==> config.mk <==
export PLATFORM = sky130hd
export DESIGN_NAME = ddr_arbiter
export DESIGN_NICKNAME = d
export VERILOG_FILES = /design/src/rtl/ddr_arbiter.sv
export SDC_FILE = /design/constraint.sdc
export NUM_CORES = 1
export LEC_CHECK = 0
export ABC_AREA = 1
export CORE_AREA = 2 2 214 216
export DETAILED_ROUTE_END_ITERATION = 7
export DIE_AREA = 0 0 216 218
export GPL_TIMING_DRIVEN = 1
export HOLD_SLACK_MARGIN = 0.12
export PLACE_DENSITY_LB_ADDON = 0.12
export SLEW_MARGIN = 10
export SYNTH_ARGS = -nofsm -noshare
export SYNTH_HDL_FRONTEND = slang
export SYNTH_SLANG_ARGS = --single-unit
==> constraint.sdc <==
create_clock -name clock -period 1.95 [get_ports clock]
set_clock_uncertainty 0.15 [all_clocks]
set_input_delay 0.585 -clock clock [delete_from_list [all_inputs] [get_ports clock]]
set_output_delay 0.585 -clock clock [all_outputs]
set_load 0.02 [all_outputs]
==> src/rtl/ddr_arbiter.sv <==
// Two-port round-robin arbiter in front of the DDRAM Avalon-MM burst port.
// Grants whole bursts and steers read beats back to the burst owner.
module ddr_arbiter #(
    parameter int ADDR_WIDTH  = 32,
    parameter int DATA_WIDTH  = 64,
    parameter int BURST_WIDTH = 8
) (
    input  logic                    clock,
    input  logic                    reset,
    input  logic                    in0_rd,
    input  logic                    in0_wr,
    input  logic [ADDR_WIDTH-1:0]   in0_addr,
    input  logic [BURST_WIDTH-1:0]  in0_burstLength,
    input  logic [DATA_WIDTH/8-1:0] in0_mask,
    input  logic [DATA_WIDTH-1:0]   in0_din,
    output logic                    in0_waitReq,
    output logic                    in0_valid,
    output logic [DATA_WIDTH-1:0]   in0_dout,
    input  logic                    in1_rd,
    input  logic                    in1_wr,
    input  logic [ADDR_WIDTH-1:0]   in1_addr,
    input  logic [BURST_WIDTH-1:0]  in1_burstLength,
    input  logic [DATA_WIDTH/8-1:0] in1_mask,
    input  logic [DATA_WIDTH-1:0]   in1_din,
    output logic                    in1_waitReq,
    output logic                    in1_valid,
    output logic [DATA_WIDTH-1:0]   in1_dout,
    output logic                    ddr_rd,
    output logic                    ddr_wr,
    output logic [ADDR_WIDTH-1:0]   ddr_addr,
    output logic [BURST_WIDTH-1:0]  ddr_burstLength,
    output logic [DATA_WIDTH/8-1:0] ddr_mask,
    output logic [DATA_WIDTH-1:0]   ddr_din,
    input  logic                    ddr_waitReq,
    input  logic                    ddr_valid,
    input  logic [DATA_WIDTH-1:0]   ddr_dout
);

    localparam logic [1:0] IDLE      = 2'd0;
    localparam logic [1:0] READ_CMD  = 2'd1;
    localparam logic [1:0] READ_DATA = 2'd2;
    localparam logic [1:0] WRITE     = 2'd3;

    logic [1:0]             state;
    logic                   owner;
    logic                   prio;
    logic [BURST_WIDTH-1:0] count;
    logic [BURST_WIDTH-1:0] len;
    logic [BURST_WIDTH-1:0] count_nxt;

    logic                   req0;
    logic                   req1;
    logic                   grant;
    logic                   grant_wr;
    logic [BURST_WIDTH-1:0] grant_bl;

    logic                   own_rd;
    logic                   own_wr;
    logic                   stall;
    logic                   beat;

    assign req0      = in0_rd | in0_wr;
    assign req1      = in1_rd | in1_wr;
    assign grant     = (req0 & req1) ? prio : req1;
    assign grant_wr  = grant ? in1_wr : in0_wr;
    assign grant_bl  = grant ? in1_burstLength : in0_burstLength;
    assign own_rd    = owner ? in1_rd : in0_rd;
    assign own_wr    = owner ? in1_wr : in0_wr;
    assign count_nxt = count + 1'b1;

    always_ff @(posedge clock or posedge reset) begin
        if (reset) begin
            state <= IDLE;
            owner <= 1'b0;
            prio  <= 1'b0;
            count <= '0;
            len   <= '0;
        end else begin
            case (state)
                IDLE: begin
                    if (req0 | req1) begin
                        owner <= grant;
                        count <= '0;
                        // A zero-length burst is still one beat on the bus
                        len   <= (grant_bl == '0) ? BURST_WIDTH'(1) : grant_bl;
                        state <= grant_wr ? WRITE : READ_CMD;
                    end
                end
                READ_CMD: begin
                    if (own_rd && !ddr_waitReq) begin
                        state <= READ_DATA;
                        count <= '0;
                    end else if (!own_rd) begin
                        state <= IDLE;
                    end
                end
                READ_DATA: begin
                    if (ddr_valid) begin
                        count <= count_nxt;
                        if (count_nxt == len) begin
                            state <= IDLE;
                            prio  <= ~owner;
                        end
                    end
                end
                default: begin
                    if (own_wr && !ddr_waitReq) begin
                        count <= count_nxt;
                        if (count_nxt == len) begin
                            state <= IDLE;
                            prio  <= ~owner;
                        end
                    end
                end
            endcase
        end
    end

    always_comb begin
        ddr_rd          = (state == READ_CMD) & own_rd;
        ddr_wr          = (state == WRITE) & own_wr;
        ddr_addr        = owner ? in1_addr : in0_addr;
        ddr_burstLength = owner ? in1_burstLength : in0_burstLength;
        ddr_mask        = owner ? in1_mask : in0_mask;
        ddr_din         = owner ? in1_din : in0_din;
    end

    // Beats outside READ_DATA (stale reads) never reach a requester
    assign stall = (state == READ_CMD || state == WRITE) ? ddr_waitReq : 1'b1;
    assign beat  = (state == READ_DATA) & ddr_valid;

    assign in0_waitReq = owner ? 1'b1 : stall;
    assign in1_waitReq = owner ? stall : 1'b1;
    assign in0_valid   = beat & ~owner;
    assign in1_valid   = beat & owner;
    assign in0_dout    = ddr_dout;
    assign in1_dout    = ddr_dout;

endmodule
==> reports/summary.txt <==
largest family of logic cells by synthesized area - simple AND/OR/NAND/NOR gates
start point of the critical path - owner
final setup fails - 129
vias per inst - 3.19
critical path capture point type - output pin
vias - 5085
Final Cell Area - 0.00849 sq mm
element type at the critical path start - flip-flop
DP HPWL - 20100 um
Synth Area in Simple Gates - 47.3%
I/O Pins - 542
cts hold-fix bufs - 0
number of global-route vias before repair - 5009
period utilization - 115%
Hold WC Path Type - reg2reg
row count - 78
status - complete, but fails checks
register area share after synthesis - 13.3%
initial antenna violation count - 0
cts bufs inserted - 3
Tot Pwr - 0.00908 W
Max-Cap Viols - 0
yosys warns - 0
Final Hold Violating Endpoints - 0
WP data arrival - 1.51 ns
# diodes - 0
Fmax - 0.444 GHz
core area - 0.0449 sq mm
Slew headroom - 79.3%
maximum VDD drop - 0.000436 V
setup tns final - -29.27 ns
Critical Path RT - 1.21 ns
failing checks - negative setup slack
Worst Max-Slew Pin Slew - 0.310 ns
Synth area leaders - nand2_1, buf_4, dfrtp_1
die area - 0.0471 sq mm
fillers - 5195
kind of critical path - reg2out
# port buffers - 349
Async S/R FF share, synth - 100%
Post-synth EDFFs - 0
multiplexer share of the synthesized area - 0%
Tmin final - 2.25 ns
largest net degree at the start of global routing - 26
worst flop-to-flop path startpoint - owner
share of layout cells above drive strength 1 - 34.6%
DRC viols - 0
gpl congestion - 0.762
post-synthesis compound-gate area fraction - 6.66%
synthesized area per cell - 5.40 sq um
global-route wire length before repair - 33300 um
Remaining Overflow, GRT - 0
clk_lat worst skew - 0.26 ns
RSZ-0062 raised after global routing - yes
Post-Synth XOR/XNOR Area - 0.464%
Synth Area in Adders - 0.331%
syn nets - 996
PD cells - 1070 mW/mm^2
Syn Std Cell Area - 0.00378 sq mm
DR iter-0 viols - 133
Final #Nets - 1294
drt wl/cell - 15.9 um
Initial Util - 8.41%
Yosys reg bits - 20
root buf cell - clkbuf_16
Final WS setup - -0.300 ns
drt pass-1 iters - 4
Pleak - 3.99 nW
placed instance area - 0.00763 sq mm
Synth cell types - 29
Post-synth top flop - dfrtp_1
synthesis-to-layout area growth - 125%
Slew Viols, Final - 0
synth cell count leaders - nand2_1, buf_4, inv_1, o21ai_0, dfrtp_1
CTS Buffer Depth - 2
Clk pin slew, worst setup/hold paths - 0.07 ns
DRT Wirelength - 25400 um
leading area contributor after synthesis - nand2_1
H-tree level count - 1
most frequent cell after synthesis - nand2_1
Final Util - 18.9%
gr usage total - 9.54%
worst-path maximum fanout - 8
Hold Path Origin - len[3]
top-area cell type share of the netlist area - 38.2%
Die Width - 216 um
Syn Inst Count - 699
CTS tree - done
Num Clock Sinks - 20
die height - 218 um
DRT antenna net count - 0
[per-stage QoR]
step                      worst slack (ns)  hold WS [ns]  instances
final                               -0.300         0.360       1596
after global routing                -0.373         0.396       1596
after CTS                           -0.406         0.365       1581
after detailed placement            -0.878         0.350       1571
after global placement              -0.895         0.349       1571
after floorplan                   -0.00208         0.315        699
[area by class of cell]
cell class                      count  area (sq um)  area share, %
Sequential cell                    20           504           5.94
Inverter                           33           146           1.72
Tap cell                          600           751           8.85
Timing Repair Buffer              449          4490           52.9
Multi-Input combinational cell    490          2510           29.5
Clock buffer                        4          88.8           1.05
[state kept, by name, indices dropped and copies added (netlist names)]
register  flops
count         8
len           8
state         2
owner         1
prio          1
[worst max-delay path, cell delays in order (launching register included)]
cell      delay, ns
dfrtp_4        0.50
clkinv_8       0.11
buf_16         0.17
buf_12         0.14
buf_6          0.11
nand2_2        0.05
nand2_2        0.05
buf_6          0.12
[logic make-up (layout without fill, tap and decap cells)]
family                   after synthesis  in the layout
AO/OA/AOI/OAI                         44             45
XOR/XNOR                               2              2
adder cells (fa/ha/maj)                1              1
buffers and inverters                190            486
flip-flops                            20             20
AND/OR/NAND/NOR                      442            442
[path summary, 6_finish.rpt]
check                      depth (start not counted)  slack [ns]     endpoint
max reg2reg                                       12       -0.18     count[2]
max in group asynchronous                          3        0.86        owner
min in group asynchronous                          3        0.53       len[0]
min                                                2        0.36       len[3]
min reg2reg                                        2        0.36       len[3]
max                                                7       -0.30  ddr_din[60]
[report_power, final]
group / internal, W / switching [W] / leakage [nW] / total (W)
Clock: 0.000314 / 0.000178 / 0.0442 / 0.000492
Combinational: 0.00368 / 0.00415 / 3.70 / 0.00784
Sequential: 0.000571 / 0.000174 / 0.254 / 0.000745
[placed cells by master (no fill, tap or decap), drive strengths merged, types with 6 or more instances in the layout]
| cell type | count |
|---|---|
| nand3 | 19 |
| clkbuf | 9 |
| nand2 | 390 |
| clkdlybuf4s50 | 224 |
| nor2 | 26 |
| inv | 32 |
| a21oi | 6 |
| buf | 213 |
| dfrtp | 20 |
| o21ai | 28 |
[repair_timing]
item	CTS	global route
endpoints found under the setup margin	137	138
gates cloned	3	7
pin swaps	1	37
resized for setup	595	204
buffers inserted	3	10
[per-layer routing]
layer / routed length, um / up-vias / global-route usage [%]
met5: 0 / - / 0
li1: - / 2600 / -
met1: 10100 / 2198 / 11.1
met3: 1880 / 24 / 3.11
met4: 344 / 0 / 1.51
met2: 13000 / 263 / 17.3
(Power assumes the default switching activity.)
